`config.mk`:
```
export PLATFORM = sky130hd
export DESIGN_NAME = htif_host
export DESIGN_NICKNAME = d
export VERILOG_FILES = /design/src/rtl/htif_host_pkg.sv /design/src/rtl/htif_host_fifo.sv /design/src/rtl/htif_host.sv
export SDC_FILE = /design/constraint.sdc
export NUM_CORES = 1
export LEC_CHECK = 0
export BUFFER_PORTS_ARGS = -buffer_cell sky130_fd_sc_hd__buf_2
export CAP_MARGIN = 25
export CORE_MARGIN = 2
export CORE_UTILIZATION = 30
export CTS_CLUSTER_DIAMETER = 50
export DETAILED_ROUTE_END_ITERATION = 7
export HOLD_SLACK_MARGIN = 0.03
export SETUP_SLACK_MARGIN = 0.05
export SLEW_MARGIN = 30
export SYNTH_ARGS = -nofsm -noshare
export SYNTH_HDL_FRONTEND = slang
export SYNTH_HIERARCHICAL = 1
export SYNTH_SLANG_ARGS = --single-unit
```
`constraint.sdc`:
```
create_clock -name clock -period 4.4 [get_ports clock]
set_input_delay 0.88 -clock clock [delete_from_list [all_inputs] [get_ports clock]]
set_output_delay 0.88 -clock clock [all_outputs]
set_load 0.1 [all_outputs]
```
`src/rtl/htif_host_pkg.sv`:
```
// Shared constants and types for the HTIF host responder.
package htif_host_pkg;

   localparam logic [7:0] HTIF_DEV_CONSOLE = 8'd1;
   localparam logic [7:0] HTIF_CMD_PUTCHAR = 8'd1;

   localparam logic [1:0] REG_TOHOST_LO   = 2'd0;
   localparam logic [1:0] REG_TOHOST_HI   = 2'd1;
   localparam logic [1:0] REG_FROMHOST_LO = 2'd2;
   localparam logic [1:0] REG_FROMHOST_HI = 2'd3;

   typedef enum logic [1:0] {
      ST_IDLE,
      ST_RESP,
      ST_WAITQ,
      ST_HALT
   } htif_state_t;

   function automatic logic [31:0] merge_bytes(input logic [31:0] old_val,
                                               input logic [31:0] new_val,
                                               input logic [3:0]  strb);
      logic [31:0] result;
      for (int i = 0; i < 4; i++) begin
         result[8*i +: 8] = strb[i] ? new_val[8*i +: 8] : old_val[8*i +: 8];
      end
      return result;
   endfunction

endpackage

```
`src/rtl/htif_host_fifo.sv`:
```
// Synchronous byte FIFO with wrap-bit pointers; a pop frees space for a same-cycle push.
module htif_host_fifo #(
   parameter int WIDTH = 8,
   parameter int DEPTH = 8
) (
   input  logic             clock,
   input  logic             reset,
   input  logic             push,
   input  logic [WIDTH-1:0] push_data,
   input  logic             pop,
   output logic [WIDTH-1:0] pop_data,
   output logic             full,
   output logic             empty
);

   localparam int AW = $clog2(DEPTH);

   logic [WIDTH-1:0] storage [DEPTH];
   logic [AW:0]      wr_ptr;
   logic [AW:0]      rd_ptr;
   logic             push_ok;
   logic             pop_ok;

   assign empty    = (wr_ptr == rd_ptr);
   assign full     = (wr_ptr[AW] != rd_ptr[AW]) && (wr_ptr[AW-1:0] == rd_ptr[AW-1:0]);
   assign pop_ok   = pop && !empty;
   assign push_ok  = push && (!full || pop_ok);
   assign pop_data = storage[rd_ptr[AW-1:0]];

   // NOTE: sequential state uses <= so every register samples pre-edge values.
   always_ff @(posedge clock) begin
      if (reset) begin
         wr_ptr <= '0;
         rd_ptr <= '0;
      end else begin
         if (push_ok) wr_ptr <= wr_ptr + (AW+1)'(1);
         if (pop_ok)  rd_ptr <= rd_ptr + (AW+1)'(1);
      end
   end

   // NOTE: storage is not reset; the pointers alone decide which entries are valid.
   always_ff @(posedge clock) begin
      if (push_ok) storage[wr_ptr[AW-1:0]] <= push_data;
   end

endmodule

```
`src/rtl/htif_host.sv`:
```
// HTIF device-side responder: tohost/fromhost registers, command decode, console byte stream.
module htif_host
   import htif_host_pkg::*;
#(
   parameter int fifo_depth = 8
) (
   input  logic        clock,
   input  logic        reset,
   input  logic        mem_valid,
   input  logic        mem_instr,
   input  logic [31:0] mem_addr,
   input  logic [31:0] mem_wdata,
   input  logic [3:0]  mem_wstrb,
   output logic [31:0] mem_rdata,
   output logic        mem_ready,
   output logic        tx_valid,
   output logic [7:0]  tx_data,
   input  logic        tx_ready,
   output logic        exit_valid,
   output logic [30:0] exit_code,
   output logic        err_valid
);

   htif_state_t state, state_next;

   logic [31:0] tohost_lo, tohost_hi, fromhost_lo, fromhost_hi;
   logic [31:0] rdata_q;
   logic [31:0] cur_reg, wr_merged, cmd_lo;
   logic [1:0]  sel;
   logic        is_write, is_command, is_putchar;
   logic        fifo_full, fifo_empty, fifo_pop, fifo_space;
   logic        req_fire, do_write, do_exit, do_putc, do_err;
   logic        unused_addr;

   assign sel         = mem_addr[3:2];
   assign unused_addr = ^{mem_addr[31:4], mem_addr[1:0]};
   assign is_write    = (mem_wstrb != 4'd0) && !mem_instr;
   assign req_fire    = mem_valid && ((state == ST_IDLE) || (state == ST_HALT));

   always_comb begin
      cur_reg = tohost_lo;
      case (sel)
         REG_TOHOST_LO:   cur_reg = tohost_lo;
         REG_TOHOST_HI:   cur_reg = tohost_hi;
         REG_FROMHOST_LO: cur_reg = fromhost_lo;
         REG_FROMHOST_HI: cur_reg = fromhost_hi;
         default:         cur_reg = tohost_lo;
      endcase
   end

   assign wr_merged  = merge_bytes(cur_reg, mem_wdata, mem_wstrb);
   assign is_command = is_write && (sel == REG_TOHOST_LO) && (wr_merged != 32'd0);
   // In WAITQ the command word has already landed in tohost_lo.
   assign cmd_lo     = (state == ST_WAITQ) ? tohost_lo : wr_merged;
   assign is_putchar = (tohost_hi[31:24] == HTIF_DEV_CONSOLE) && (tohost_hi[23:16] == HTIF_CMD_PUTCHAR);

   assign fifo_pop   = tx_valid && tx_ready;
   assign fifo_space = !fifo_full || fifo_pop;

   always_comb begin
      // NOTE: defaults come first so every path assigns everything and no latch is inferred.
      state_next = state;
      do_write   = 1'b0;
      do_exit    = 1'b0;
      do_putc    = 1'b0;
      do_err     = 1'b0;
      case (state)
         ST_IDLE: begin
            if (req_fire) begin
               do_write   = is_write;
               state_next = ST_RESP;
               if (is_command) begin
                  if (cmd_lo[0]) begin
                     do_exit = 1'b1;
                  end else if (is_putchar) begin
                     if (fifo_space) do_putc = 1'b1;
                     else            state_next = ST_WAITQ;
                  end else begin
                     do_err = 1'b1;
                  end
               end
            end
         end
         ST_HALT: begin
            if (req_fire) begin
               do_write   = is_write;
               state_next = ST_RESP;
            end
         end
         ST_WAITQ: begin
            if (fifo_space) begin
               do_putc    = 1'b1;
               state_next = ST_RESP;
            end
         end
         ST_RESP: begin
            state_next = exit_valid ? ST_HALT : ST_IDLE;
         end
         default: state_next = ST_IDLE;
      endcase
   end

   always_ff @(posedge clock) begin
      if (reset) state <= ST_IDLE;
      else       state <= state_next;
   end

   always_ff @(posedge clock) begin
      if (reset) begin
         tohost_lo   <= '0;
         tohost_hi   <= '0;
         fromhost_lo <= '0;
         fromhost_hi <= '0;
         rdata_q     <= '0;
         exit_valid  <= 1'b0;
         exit_code   <= '0;
         err_valid   <= 1'b0;
      end else begin
         err_valid <= do_err;
         if (req_fire) rdata_q <= mem_instr ? 32'd0 : cur_reg;
         if (do_write) begin
            case (sel)
               REG_TOHOST_LO:   tohost_lo   <= wr_merged;
               REG_TOHOST_HI:   tohost_hi   <= wr_merged;
               REG_FROMHOST_LO: fromhost_lo <= wr_merged;
               REG_FROMHOST_HI: fromhost_hi <= wr_merged;
               default: ;
            endcase
         end
         // Command side effects come last so they override the raw register write.
         if (do_exit) begin
            exit_code  <= cmd_lo[31:1];
            exit_valid <= 1'b1;
         end
         if (do_putc) begin
            fromhost_hi <= {tohost_hi[31:16], 16'h0};
            fromhost_lo <= 32'd1;
         end
         if (do_exit || do_putc || do_err) begin
            tohost_lo <= '0;
            tohost_hi <= '0;
         end
      end
   end

   assign mem_ready = (state == ST_RESP);
   assign mem_rdata = mem_ready ? rdata_q : 32'd0;
   assign tx_valid  = !fifo_empty;

   htif_host_fifo #(
      .WIDTH(8),
      .DEPTH(fifo_depth)
   ) u_fifo (
      .clock     (clock),
      .reset     (reset),
      .push      (do_putc),
      .push_data (cmd_lo[7:0]),
      .pop       (fifo_pop),
      .pop_data  (tx_data),
      .full      (fifo_full),
      .empty     (fifo_empty)
   );

endmodule

```
==> results.md, run 1 <==
- In this run the worst setup path begins at mem_addr[3].
- The largest net degree at the start of global routing is 95.
- The first detailed-routing pass took 8 iterations.
- The average routed wire per standard cell is 19.0 microns.
- Once the clock tree was built, the resizer swapped 0 gates to a different size.
- The total power is 6.86 mW.
- Summed over all nets, the half-perimeter wirelength after detailed placement is 26800 microns.
- TritonCTS built the clock tree.
- The startpoint identified for the worst register-to-register timing path is tohost_hi[28].
- The net switching power is 2.25 mW.
- The worst pin sits at a relative slew slack of 32.9%.
- The synthesized design contains 64 enable-type register cells.
- In the layout the commonest cells are dfxtp_1, nor2_1, nand2_1.
- The number of I/O pins is 148.
- Final hold analysis gives a worst-case slack of 454 ps.
- The worst hold path startpoint is fromhost_lo[5].
- The insertion delay to the later sink of the worst-skew pair is 580 ps.
- The power density over the cells is 453 nW/um^2.
- Summing every instance area after synthesis gives 12600 sq um.
- Setup repair after global routing left no endpoint under its margin.
- At the end of routability-driven placement, the weighted congestion stood at 0.878.
- The effective utilization at floorplan is 30.3%.
- The top fanout value on the critical path is 25.
- The floorplan step defined a core boundary enclosing roughly 42000 sq um.
- The largest single stage delay on the critical path is 530 ps.
- When the netlist entered floorplanning its net count stood at about 1400.
- For this design the static power due to leakage is 5.89 nW.
- Summing the sequential cell areas from Yosys gives a little under half of the chip area.
- The most common cell after layout, fill and taps aside is dfxtp_1.
- The top cell type by area accounts for 32.6% of the synthesized area.
- The DRC marker count from the first detailed-route iteration is roughly 810.
- CTS built an H-tree with a depth of 1.
- Global routing used 17.2% of the available tracks.
- The type of the tightest min-delay check is reg2reg.
- The cell sitting at the root of the clock tree is a clkbuf_16.
- In this run the remaining antenna-violating nets after routing total 0.
- The number of buffers added for setup after CTS is 0.
- The detailed router placed 10200 vias in this run.
- The via count of the first global-routing pass came to 9985.
- Walking the worst path, the cells encountered are buf_2, buf_12, mux4_2, mux2i_1, and4_1, nand4_1, nor4_4, a211o_2, nand2_1, buf_4, o21ai_0, buf_4, nor3_1, buf_4.
- The share of total power dissipated in sequential elements is 40.5%.
- The kind of end point of the critical path is a register.
- The die outline height is 209 microns.
- The most used flip-flop cell after synthesis is dfxtp_1.
- The first global-routing pass estimated about 59000 microns of wire.
- In this run the horizontal extent of the chip is ~210 microns.
- Relative to the synthesized area, the layout overhead comes to 19.8%.
- The post-synthesis cell count is roughly 1300.
- The clock net sink count is 270.
- The time the final worst path needs with I/O delays and setup is about 3700 ps.
- The number of hold buffers added after CTS was 0.
- The most numerous cell on the critical path is buf_4.
- The max-slew violation total from the final report is 0.
- The number of clock buffers inserted by TritonCTS is 31.
- The post-layout utilization of the core is 36.3%.
- The slew at the pin closest to its max-slew limit is approximately 980 ps.
- The register bit count reported by yosys is 270.
- The count of standard-cell rows is 75.
- The cell type of the slowest stage on the worst timing path is mux4_2.
- The data arrival at the endpoint of the critical path is 4030 ps.
- The initial antenna violation count was 6.
- The worst path meets setup with 685 ps of slack.
- The final count of negative-setup-slack endpoints is 0.
- During synthesis, Yosys emitted a total of 6 warnings.
- The switching portion of total power is 32.8%.
- The routed design has 38000 microns of wire.
- The die covers 43800 sq um.
- The total negative slack is 0 ps.
- The required time of the critical path is ~4700 ps.
- The share of total power dissipated in the clock network is between 30% and 40%.
- Of all flip-flops after synthesis, the portion carrying an async set or reset was 0%.
- The overflow left after global routing is 0.
- In the final design database the tool counted 1514 nets.
- Using the TritonRoute via totals, the vias-per-cell ratio works out to 5.12.
- The post-route clock period utilization is 84.4%.
- The share of layout cells above drive strength 1 is 22.6%.
- The flow ran to the end, and the final reports show no timing, DRC or antenna violations.
- The average size of a mapped cell is 9.63 sq um.
- In this run, the combinational gates consume 22.8% of the power.
- STA classifies the critical path startpoint as an input pin.
- The path type of the worst setup path is in2reg.
- After detailed routing, the number of remaining DRC violations is 0.
- The largest total area in the synthesized netlist belongs to dfxtp_1.
- The count of endpoints failing hold in the final timing report is 0.
- The number of buffers and inverters on the critical path is 5.
- The maximum count of clock buffers along a single path is 3.
- The clock skew after layout is between 15 and 20 ps.
- Synthesis instantiated 65 different standard cells from the library.
- The highest clock rate is approximately 270 MHz.
- Yosys attributes the largest share of cell area to dfxtp_1, edfxtp_1, mux4_2.
- The family of cells with the greatest summed delay on the critical path is buffers and inverters.
- The cell internal power dissipation is 4.61 mW.
- The worst-case IR drop observed on VDD is 0.284 mV.
- Across the run, the number of max-cap violations was 0.
- After clock tree synthesis, the clock-pin slew on the worst setup and hold paths is 60 ps.
- The post-placement setup slack is 161 ps.
- Buffers placed on the I/O ports in this run total 117.
layout make-up:
cell class / instances / area (sq um)
fillers: 4155 / 26600
multi-input cells: 917 / 6090
flip-flops and latches: 270 / 6050
repair buffers: 196 / 1270
clock buffers: 39 / 836
well taps: 539 / 674
clock inverters: 17 / 160
inverters: 19 / 71.3
diodes: 3 / 7.51
through the flow:
step	std cells	cell area, sq um
6_report	2000	15200
5_1_grt	1997	15100
4_1_cts	1997	15100
3_5_place_dp	1941	14200
2_1_floorplan	1314	12700
3_3_place_gp	1939	14100
flip-flops by register name, indices dropped and copies added, names as in the netlist, named ones only:
signal	count
err_valid	1
exit_code	31
exit_valid	1
fromhost_hi	32
fromhost_lo	32
rdata_q	32
state	2
tohost_hi	32
tohost_lo	32
u_fifo/rd_ptr	4
u_fifo/storage	64
u_fifo/wr_ptr	4
Yosys cell counts, drive strengths merged (8+ instances only):
cell type    n
and3        73
o21ai       85
dfxtp      206
a211oi      41
clkbuf      70
nand3        8
and2        33
inv         18
nor2       165
o31ai       12
buf         38
nor3        27
nand2      152
a22oi       20
mux2i       68
mux2        18
o2111ai     12
edfxtp      64
mux4        37
nand2b      10
nor4         8
a21oi       74
layer usage:
| layer | vias to the layer above | wire, microns | global-route usage [%] |
|---|---|---|---|
| li1 | 4986 | - | - |
| met1 | 4914 | 17600 | 23.6 |
| met3 | 57 | 2430 | 3.52 |
| met4 | 6 | 1070 | 6.18 |
| met2 | 282 | 16900 | 26.7 |
| met5 | - | 46 | 0 |
worst reg2reg max path, stage by stage, from the launching register on:
cell and delay [ps]:
dfxtp_1 350, mux4_2 530, mux2i_4 220, nand2_1 80
or4_1 590, nor4_4 210, a211o_2 190, nand2_1 110
buf_4 170, o21ai_0 190, buf_4 210, nor3_1 50
buf_4 200
worst paths after layout:
kind                                to  slack [ps]  cells after the start
hold reg to reg         fromhost_lo[5]         450                      2
setup / recovery  u_fifo/storage[4][1]         690                     14
setup reg to reg  u_fifo/storage[4][1]        1050                     12
hold / removal          fromhost_lo[5]         450                      2
logic make-up (layout without fill, tap and decap cells):
kind of cell,after synthesis,count (layout),synth area share [%]
other,0,3,0
and+or+nand+nor,500,500,18.4
xor gates and xnor gates,6,6,0.415
DFF,270,270,47.8
muxes,123,123,13.7
buffers and inverters,127,271,4.52
AOI/OAI and AO/OA,282,282,14.5
adders and majority gates,6,6,0.593
power by group through the flow:
stage | logic, mW | clock network (mW) | registers, mW
2_1_floorplan | 1.07 | 0 | 2.84
3_3_place_gp | 1.52 | 0 | 2.82
3_5_place_dp | 1.56 | 0 | 2.83
4_1_cts | 1.56 | 2.57 | 2.78
5_1_grt | 1.68 | 2.66 | 2.79
6_report | 1.56 | 2.52 | 2.78
Power figures use the tool's default switching activity.
==> run 2: changes to the inputs <==
clock period = 3.2 ns   (was 4.4 ns; I/O delays follow)
==> run 2 against run 1 <==
Sequential cell count stayed put. Setup slack worse by 540 ps. Count of clock-buffer cells in the layout decreased by 1. Register-to-register slack worse by 870 ps.
==> results.md, run 2 (same netlist as run 1, synthesis figures left out) <==
- The flow ran to the end, and the final reports show no timing, DRC or antenna violations.
- The cell type of the slowest stage on the worst timing path is mux4_2.
- Row generation in the floorplan step produced 75 rows.
- The library cells used most frequently in the layout, excluding fill and tap cells, are dfxtp_1, nor2_1, nand2_1.
- The total of hold buffers inserted after clock tree synthesis is 0.
- Data on the critical path arrives at its endpoint at 3350 ps.
- The via count of the first global-routing pass is 10400.
- The startpoint kind of the worst setup timing path is an input pin.
- The max-slew violation total from the final report is 0.
- The die footprint is 43800 sq um.
- The final-stage net count is 1595.
- The worst hold path startpoint is reset.
- The antenna violation net count after detailed routing is 0.
- The maximum count of clock buffers along a single path is 3.
- For hold timing, the worst endpoint is u_fifo/rd_ptr[3].
- The worst register-to-register path has a setup slack of approximately 180 ps.
- The effective utilization at floorplan is 30.3%.
- Among the stages of the critical path, the cell type that occurs most often is buf_12.
- After layout, the worst setup slack is 148 ps.
- The post-route netlist has 28.0% of its cells at a drive strength greater than 1.
- The worst supply voltage drop on vdd is between 0.4 and 0.5 mV.
- The startpoint identified for the worst register-to-register timing path is tohost_hi[28].
- Power comes to about 10 mW.
- OpenSTA, run right after detailed placement, puts the worst setup slack at -486 ps.
- By startpoint and endpoint, the worst setup path is classified as in2reg.
- For this run, design rule violations remaining after detail routing come to 0.
- The insertion delay to the later sink of the worst-skew pair is between 500 and 600 ps.
- In this run, the number of DRC markers left after iteration 0 of detailed routing was between 700 and 800.
- After filler insertion, the fill cell instance count of the layout stands at 4047.
- The total negative slack is 0 ps.
- STA classifies the critical path endpoint as a register.
- The endpoint identified for the worst register-to-register timing path is u_fifo/storage[2][4].
- Setup repair after global routing left no endpoint under its margin.
- The count of endpoints failing hold in the final timing report came to 0.
- For this run, the total global-route usage over all layers was measured as 17.7%.
- Clock tree synthesis inserted a total of 34 buffers.
- The clock-pin slew on the worst setup and hold paths is 60 ps.
- The die outline height is between 200 and 250 microns.
- Routability-driven placement finished with a final weighted congestion of 0.887.
- The clock net sink count is 270.
- Dividing total power by cell area gives a power density of 632 nW/um^2.
- The register with the most flip-flops in the layout has 64 of them.
- In this run the tightest slew margin relative to its limit is 25.6%.
- Using the TritonRoute via totals, the vias-per-cell ratio works out to 5.11.
- The clock tree from TritonCTS is done.
- The floorplan step defined a core boundary enclosing 41800 sq um.
- The type of the tightest min-delay check is in2reg.
- The total overflow left after global routing is 0.
- Setup violations remaining at the end of the flow were counted as 0.
- The worst path in the final design needs a cycle of between 3000 and 4000 ps, including I/O delays and setup.
- The post-route clock period utilization is 95.4%.
- After detailed routing, the average wire length per cell comes to 18.9 microns.
- For the worst setup path, the data required time is 3500 ps.
- Summed over all cells, the static leakage comes to 6.40 nW.
- The routed layout has 10700 vias.
- The count of input and output buffers is ~120.
- The count of max-cap constraint violations is 0.
- The initial antenna violation count came to 5.
- The final routed wirelength across all metal layers is 39300 microns.
- The area added between synthesis and finish is 27.9%.
- The most common cell after layout, fill and taps aside is dfxtp_1.
- The detailed-routing iteration count for the pre-antenna-repair pass is 7.
- Walking the worst path, the cells encountered are buf_2, buf_12, buf_16, mux4_2, mux2i_1, o21ai_1, nor4_2, a211o_4, nand2_2, o211ai_1, buf_4, nor3_4, buf_12.
- The HPWL after detailed placement is 28200 microns.
- The floorplan step set the die width to 209 microns.
- The root buffer cell is clkbuf_16.
- The number of instances on the worst hold path is 2.
- For the final database, setup skew stands at 22.8 ps.
- The largest single stage delay on the critical path is between 500 and 600 ps.
- The slew at the pin closest to its max-slew limit is 1090 ps.
- For the worst flop-to-flop path, the logic depth is 11.
- The largest net degree at the start of global routing is 48.
- The first-pass GRT wire length is 60500 microns.
- Along the worst path, the maximum fanout reaches 18.
- Timing would allow up to approximately 330 MHz.
- The CTS H-tree depth is 2.
- During I/O placement, the number of pins put on the boundary was 148.
-- run 2: where the power goes --
| group | leakage [nW] | switching [mW] | total, mW | internal (mW) |
|---|---|---|---|---|
| combinational | 3.57 | 1.62 | 2.35 | 0.730 |
| sequential | 2.24 | 0.0941 | 3.80 | 3.71 |
| clock | 0.576 | 1.55 | 4.07 | 2.53 |
-- run 2: final cells by class --
class	count	area, sq um	share of cell area (%)
Antenna cell	4	10.0	0.0619
Clock buffer	38	896	5.54
Clock inverter	23	305	1.89
Inverter	19	71.3	0.441
Multi-Input combinational cell	917	6200	38.3
Sequential cell	270	6050	37.4
Tap cell	539	674	4.17
Timing Repair Buffer	274	1980	12.2
-- run 2: worst max path at each step --
stage                            from                    to  slack (ps)  cells after the start
final                     mem_addr[3]  u_fifo/storage[2][4]         150                     13
after detailed placement  mem_addr[2]  u_fifo/storage[3][3]        -490                     10
after CTS                    register            tx_data[2]         120                      3
after global routing      mem_addr[3]  u_fifo/storage[6][3]          20                     15
after floorplan           mem_addr[3]  u_fifo/storage[3][0]        -240                     11
after global placement    mem_addr[2]  u_fifo/storage[3][4]        -380                     10
-- run 2: repair_timing --
item                                    4_1_cts  5_1_grt
gates cloned                                  0        0
setup buffers                                 0        7
resized for setup                             1        7
endpoints found under the hold margin         0        0
pin swaps                                     0        4
endpoints found under the setup margin        7       60
-- run 2: metrics by stage --
step / hold WS, ps / instances / utilization, % / cell area [sq um]
2_1_floorplan: 427 / 1314 / - / 12800
3_3_place_gp: 439 / 2012 / 35.6 / 14900
3_5_place_dp: 446 / 2012 / 35.6 / 14900
4_1_cts: 398 / 2073 / 38.5 / 16100
5_1_grt: 423 / 2082 / 38.7 / 16200
6_report: 417 / 2084 / 38.7 / 16200
-- run 2: critical path, delay by kind of cell --
kind                   cells  cell delay, ps
AOI/OAI and AO/OA          3             540
buffers and inverters      5             790
muxes                      2             820
and+or+nand+nor            3             540
-- run 2: metal layers --
metal	global-route usage (%)	vias up	part of all wire (%)
met2	27.5	360	45
met4	7.49	2	3.8
met3	3.43	78	7.0
met5	0	-	0.028
li1	-	5127	-
met1	24.2	5088	45
